File: config.mk
export PLATFORM = sky130hd
export DESIGN_NAME = blink_period_meter
export DESIGN_NICKNAME = d
export VERILOG_FILES = /design/src/rtl/blink_period_meter_pkg.sv /design/src/rtl/ms_tick_gen.sv /design/src/rtl/blink_period_meter.sv
export SDC_FILE = /design/constraint.sdc
export NUM_CORES = 1
export LEC_CHECK = 0
export BUFFER_PORTS_ARGS = -buffer_cell sky130_fd_sc_hd__buf_4
export CAP_MARGIN = 0
export CORE_MARGIN = 2
export CORE_UTILIZATION = 47
export DETAILED_ROUTE_END_ITERATION = 6
export PLACE_DENSITY = 0.64
export SLEW_MARGIN = 0
export SYNTH_ARGS = -nofsm -noshare
export SYNTH_HDL_FRONTEND = slang
export SYNTH_HIERARCHICAL = 1
export SYNTH_SLANG_ARGS = --single-unit
export TNS_END_PERCENT = 50
File: constraint.sdc
create_clock -name clk -period 3.4 [get_ports clk]
set_clock_uncertainty 0.2 [all_clocks]
set_input_delay 0.17 -clock clk [delete_from_list [all_inputs] [get_ports clk]]
set_output_delay 0.17 -clock clk [all_outputs]
set_load 0.03 [all_outputs]
File: src/rtl/blink_period_meter_pkg.sv
// Shared types and constants for the blink period meter.
package blink_period_meter_pkg;

  // Meter is either waiting for an arming edge or timing a half-period.
  typedef enum logic {
    IDLE    = 1'b0,
    MEASURE = 1'b1
  } meter_state_t;

  // Number of metastability flops ahead of the level register.
  localparam int SYNC_DEPTH = 2;

endpackage

File: src/rtl/ms_tick_gen.sv
// Millisecond tick generator: free-running modulo-TICKS_PER_MS counter with a
// synchronous clear so callers can restart the millisecond grid on demand.
module ms_tick_gen #(
  parameter int TICKS_PER_MS = 100000
) (
  input  logic clk,
  input  logic reset,
  input  logic clear,
  output logic tick
);

  localparam int CW = (TICKS_PER_MS > 1) ? $clog2(TICKS_PER_MS) : 1;
  localparam logic [CW-1:0] LAST = CW'(TICKS_PER_MS - 1);

  logic [CW-1:0] count_reg;

  // tick is combinational so it is visible on the same cycle the count hits LAST
  assign tick = (count_reg == LAST);

  // Prescaler: wrap at LAST, restart from zero when cleared.
  always_ff @(posedge clk) begin
    if (reset || clear) begin
      count_reg <= '0;
    end else if (tick) begin
      count_reg <= '0;
    end else begin
      count_reg <= count_reg + {{(CW-1){1'b0}}, 1'b1};
    end
  end

endmodule

File: src/rtl/blink_period_meter.sv
// Blink period meter: synchronizes an asynchronous toggling line, detects both
// edges and reports the time between consecutive edges in milliseconds.
module blink_period_meter
  import blink_period_meter_pkg::*;
#(
  parameter int bits         = 16,
  parameter int TICKS_PER_MS = 100000
) (
  input  logic            clk,
  input  logic            reset,
  input  logic            sigIn,
  output logic [bits-1:0] halfPeriod,
  output logic            valid,
  output logic            stalled,
  output logic            level
);

  localparam logic [bits-1:0] MS_MAX = '1;

  logic [SYNC_DEPTH-1:0] sync_reg;
  logic                  level_reg;
  logic                  level_prev_reg;
  logic                  edge_det;
  logic                  tick;
  logic                  prescale_clear;

  meter_state_t          state_reg, state_next;
  logic [bits-1:0]       ms_count_reg, ms_count_next;
  logic [bits-1:0]       half_period_reg, half_period_next;
  logic                  valid_reg, valid_next;
  logic                  stalled_reg, stalled_next;
  logic [bits:0]         ms_sum;

  // Synchronizer chain: stage 0 samples the async input, later stages re-time it.
  generate
    for (genvar gi = 0; gi < SYNC_DEPTH; gi++) begin : g_sync
      if (gi == 0) begin : g_first
        // First stage captures the raw asynchronous input.
        always_ff @(posedge clk) begin
          if (reset) sync_reg[gi] <= 1'b0;
          else       sync_reg[gi] <= sigIn;
        end
      end else begin : g_rest
        // Later stages give the first stage time to resolve.
        always_ff @(posedge clk) begin
          if (reset) sync_reg[gi] <= 1'b0;
          else       sync_reg[gi] <= sync_reg[gi-1];
        end
      end
    end
  endgenerate

  // Level register plus its delayed copy for edge detection.
  always_ff @(posedge clk) begin
    if (reset) begin
      level_reg      <= 1'b0;
      level_prev_reg <= 1'b0;
    end else begin
      level_reg      <= sync_reg[SYNC_DEPTH-1];
      level_prev_reg <= level_reg;
    end
  end

  assign edge_det       = level_reg ^ level_prev_reg;
  // Restart the ms grid at every edge so ticks land on whole ms after it.
  assign prescale_clear = edge_det || (state_reg == IDLE);

  ms_tick_gen #(
    .TICKS_PER_MS(TICKS_PER_MS)
  ) u_ms_tick_gen (
    .clk  (clk),
    .reset(reset),
    .clear(prescale_clear),
    .tick (tick)
  );

  // A tick coincident with the closing edge belongs to the measurement.
  assign ms_sum = {1'b0, ms_count_reg} + {{bits{1'b0}}, tick};

  // Next-state logic: arm on first edge, report on later edges, time out at full scale.
  always_comb begin
    state_next       = state_reg;
    ms_count_next    = ms_count_reg;
    half_period_next = half_period_reg;
    valid_next       = 1'b0;
    stalled_next     = stalled_reg;
    case (state_reg)
      IDLE: begin
        ms_count_next = '0;
        if (edge_det) begin
          state_next   = MEASURE;
          stalled_next = 1'b0;
        end
      end
      MEASURE: begin
        if (edge_det) begin
          half_period_next = ms_sum[bits] ? MS_MAX : ms_sum[bits-1:0];
          valid_next       = 1'b1;
          ms_count_next    = '0;
        end else if (tick) begin
          if (ms_count_reg == MS_MAX) begin
            stalled_next  = 1'b1;
            state_next    = IDLE;
            ms_count_next = '0;
          end else begin
            ms_count_next = ms_count_reg + {{(bits-1){1'b0}}, 1'b1};
          end
        end
      end
      default: begin
        state_next    = IDLE;
        ms_count_next = '0;
      end
    endcase
  end

  // State, counter and output registers.
  always_ff @(posedge clk) begin
    if (reset) begin
      state_reg       <= IDLE;
      ms_count_reg    <= '0;
      half_period_reg <= '0;
      valid_reg       <= 1'b0;
      stalled_reg     <= 1'b0;
    end else begin
      state_reg       <= state_next;
      ms_count_reg    <= ms_count_next;
      half_period_reg <= half_period_next;
      valid_reg       <= valid_next;
      stalled_reg     <= stalled_next;
    end
  end

  assign halfPeriod = half_period_reg;
  assign valid      = valid_reg;
  assign stalled    = stalled_reg;
  assign level      = level_reg;

endmodule
==> reports/qor.yml <==
pwr:
  powerDensity_nw_per_um2: 354
  ir_drop_mv: 0.212
  p_leak_nw: 0.934
cts:
  cts_tree: "done"
  cts_setup_buffers: 0
  h-tree-depth: 2
  clkSinkCount: 56
  clk_pin_slew_ps: 100
  cts_root_buf: "clkbuf_8"
  cts_max_path_buffers: 2
  clkLatencyLatePin_ps: 310
  numCtsBuffers: 5
yosys:
  synth_xor_area_share_pct: 11.5
  synth-compound-area-share_pct: 14.3
  synthFlopType: "dfxtp_1"
  ys_warn_count: 6
  yosys.area.top_type_share_pct: 41.0
  avgSynthCellArea_um2: 9.04
  netlist_top_cells_count: "dfxtp_1 (56), nor2_1 (48), xnor2_1 (25)"
  synth.area.top_cells: "dfxtp_1 (41%), xnor2_1 (8.0%), nor2_1 (6.6%)"
  synth_edf_count: 0
  yosysUniqueCellTypes: 49
  async_flop_share_pct: 0
  yosysMostFrequentCell: "dfxtp_1"
  synthMuxAreaShare_pct: 0
  synth-seq-cells: 56
  yosysSeqAreaShare_pct: 41.0
  synthesis.area_um2: 2730
  netlist.top_cell.by_area: "dfxtp_1"
  synthCells: 302
  synth_top_family_by_area: "simple AND/OR/NAND/NOR gates"
  synthAdderAreaFrac_pct: 2.75
  yosys.area_share.simple_pct: 25.8
  syn_nets: 311
drt:
  first_pass_iters: 4
  viasPerCell: 5.62
  antenna_left: 0
  drcViolationCount: 0
  wl_mm: 5.84
  drt-initial-drc-count: 138
  vias: 2198
  post_drt_wl_per_cell_um: 14.9
timing:
  relSlewSlack_pct: 51.1
  setup-tns-final_ps: 0
  worstMarginPinSlew_ps: 734
  period_minus_slack_ps: 3030
  finalSetupViolCount: 0
  min_period_over_period_pct: 89.0
  final_max_slew_viol_count: 0
  max_freq_mhz: 331
  finalHoldViolations: 0
  rsz0062_at_grt: "false"
job:
  drv_cap: 0
place:
  portBuffers: 21
  place_congestion: 0.870
  hpwl_mm: 4.25
  placed_cell_area_um2: 2910
worst_setup_path:
  cp-start-kind: "flop"
  endpoint_kind: "flop"
  crit_buf_inv: 1
  worstPathArrival_ps: 3030
  crit_path_top_delay_cell: "or4_1"
  required_ps: 3400
  crit_type: "reg -> reg"
  crit_chain: "ha_1 > nand4_4 > or2_4 > nor3_1 > buf_4 > nand4_1 > or4_1 > nand2b_2 > nor2_1"
  cp_max_fo: 14
  crit_path_max_incr_delay_ps: 610
  crit_family: "simple AND/OR/NAND/NOR gates"
die:
  die_x_um: 80.2
  start_util_pct: 49.0
  coreArea_um2: 5570
  io_pins: 22
  die_h_um: 80.2
  rows: 27
  die_area_um2: 6440
global_routing:
  grt_pass1_vias: 2131
  grt_max_degree: 23
  grtUsageMet1_pct: 25.1
  antenna_found_initial: 0
  overflow: 0
  top_usage_layer: "met2"
  grt_use_met3_pct: 4.27
  grt_use_met2_pct: 34.6
  grt.total_usage_pct: 20.2
  grt_pass1_wl_mm: 10.1
finish:
  drive_gt1_share_pct: 16.9
  syn2layout_area_growth_pct: 10.5
  largest_register_ffs: 17
  fin_nets: 327
  fillers: 532
  finish.instance_area_um2: 3020
  diodes: 0
run_status:
  outcome: "finished, final reports clean"
min_path:
  min_path_type: "in -> reg"
==> metrics by stage <==
step	total power [W]	utilization, %	worst slack, ps	hold slack (ps)	std cells
3_3_place_gp	0.000711	52.2	278	191	382
6_report	0.00107	54.1	375	7.34	391
4_1_cts	0.00108	54.1	186	5.36	391
3_5_place_dp	0.000712	52.2	227	194	382
5_1_grt	0.00112	54.1	126	9.58	391
2_1_floorplan	0.000701	-	535	98.2	302
==> cells by family after synthesis <==
| logic type | Yosys count |
|---|---|
| DFF | 56 |
| adders and majority gates | 6 |
| xor gates and xnor gates | 35 |
| buffers and inverters | 26 |
| AOI/OAI and AO/OA | 48 |
| and+or+nand+nor | 131 |
==> per-layer routing <==
layer  share of wire, %  vias to the layer above
met5                  0                        -
met4                1.5                        0
met3                3.4                        9
met2                 49                       30
met1                 46                     1054
li1                   -                     1105
==> what timing repair did <==
action	CTS	global route
endpoints found under the hold margin	1	0
gates resized for setup	0	2
endpoints found under the setup margin	0	11
hold buffers	1	0
==> placed cells by master (no fill, tap or decap), types with 2 or more instances in the layout <==
cell / instances
dfxtp_1: 56
o21ai_0: 7
a211oi_2: 9
buf_4: 23
a211oi_1: 5
clkinvlp_4: 2
nand4_4: 2
or4_1: 4
and3_1: 3
nor3_1: 8
xor2_1: 9
ha_1: 6
nor2b_1: 5
nand3_1: 10
clkbuf_8: 5
nand2_1: 12
nor4_1: 10
nor2_1: 48
nand4_1: 12
a21oi_1: 10
nand2b_1: 2
inv_1: 10
o211ai_1: 3
xnor2_1: 25
or3_1: 5
o31ai_1: 3
==> cell type report <==
class | instances | area, um^2 | area share, %
inverter | 11 | 41.3 | 1.37
tap | 72 | 90.1 | 2.99
clock buffer | 5 | 68.8 | 2.28
multi-input combinational | 220 | 1490 | 49.4
timing repair buffer | 24 | 183 | 6.05
clock inverter | 3 | 23.8 | 0.788
sequential | 56 | 1120 | 37.1
==> path summary, 6_finish.rpt <==
path,from,end,slack [ps],cells after the start
max,u_ms_tick_gen/count_reg[0],ms_count_reg[4],370,9
min,reset,state_reg,7,2
min reg2reg,sync_reg[1],level,250,1
max reg2reg,u_ms_tick_gen/count_reg[0],ms_count_reg[4],370,9
==> power breakdown <==
| group | internal [W] | switching, W |
|---|---|---|
| registers | 0.000660 | 0.00000353 |
| logic | 0.0000109 | 0.0000232 |
| clock network | 0.000146 | 0.000226 |
(Power assumes the default switching activity.)
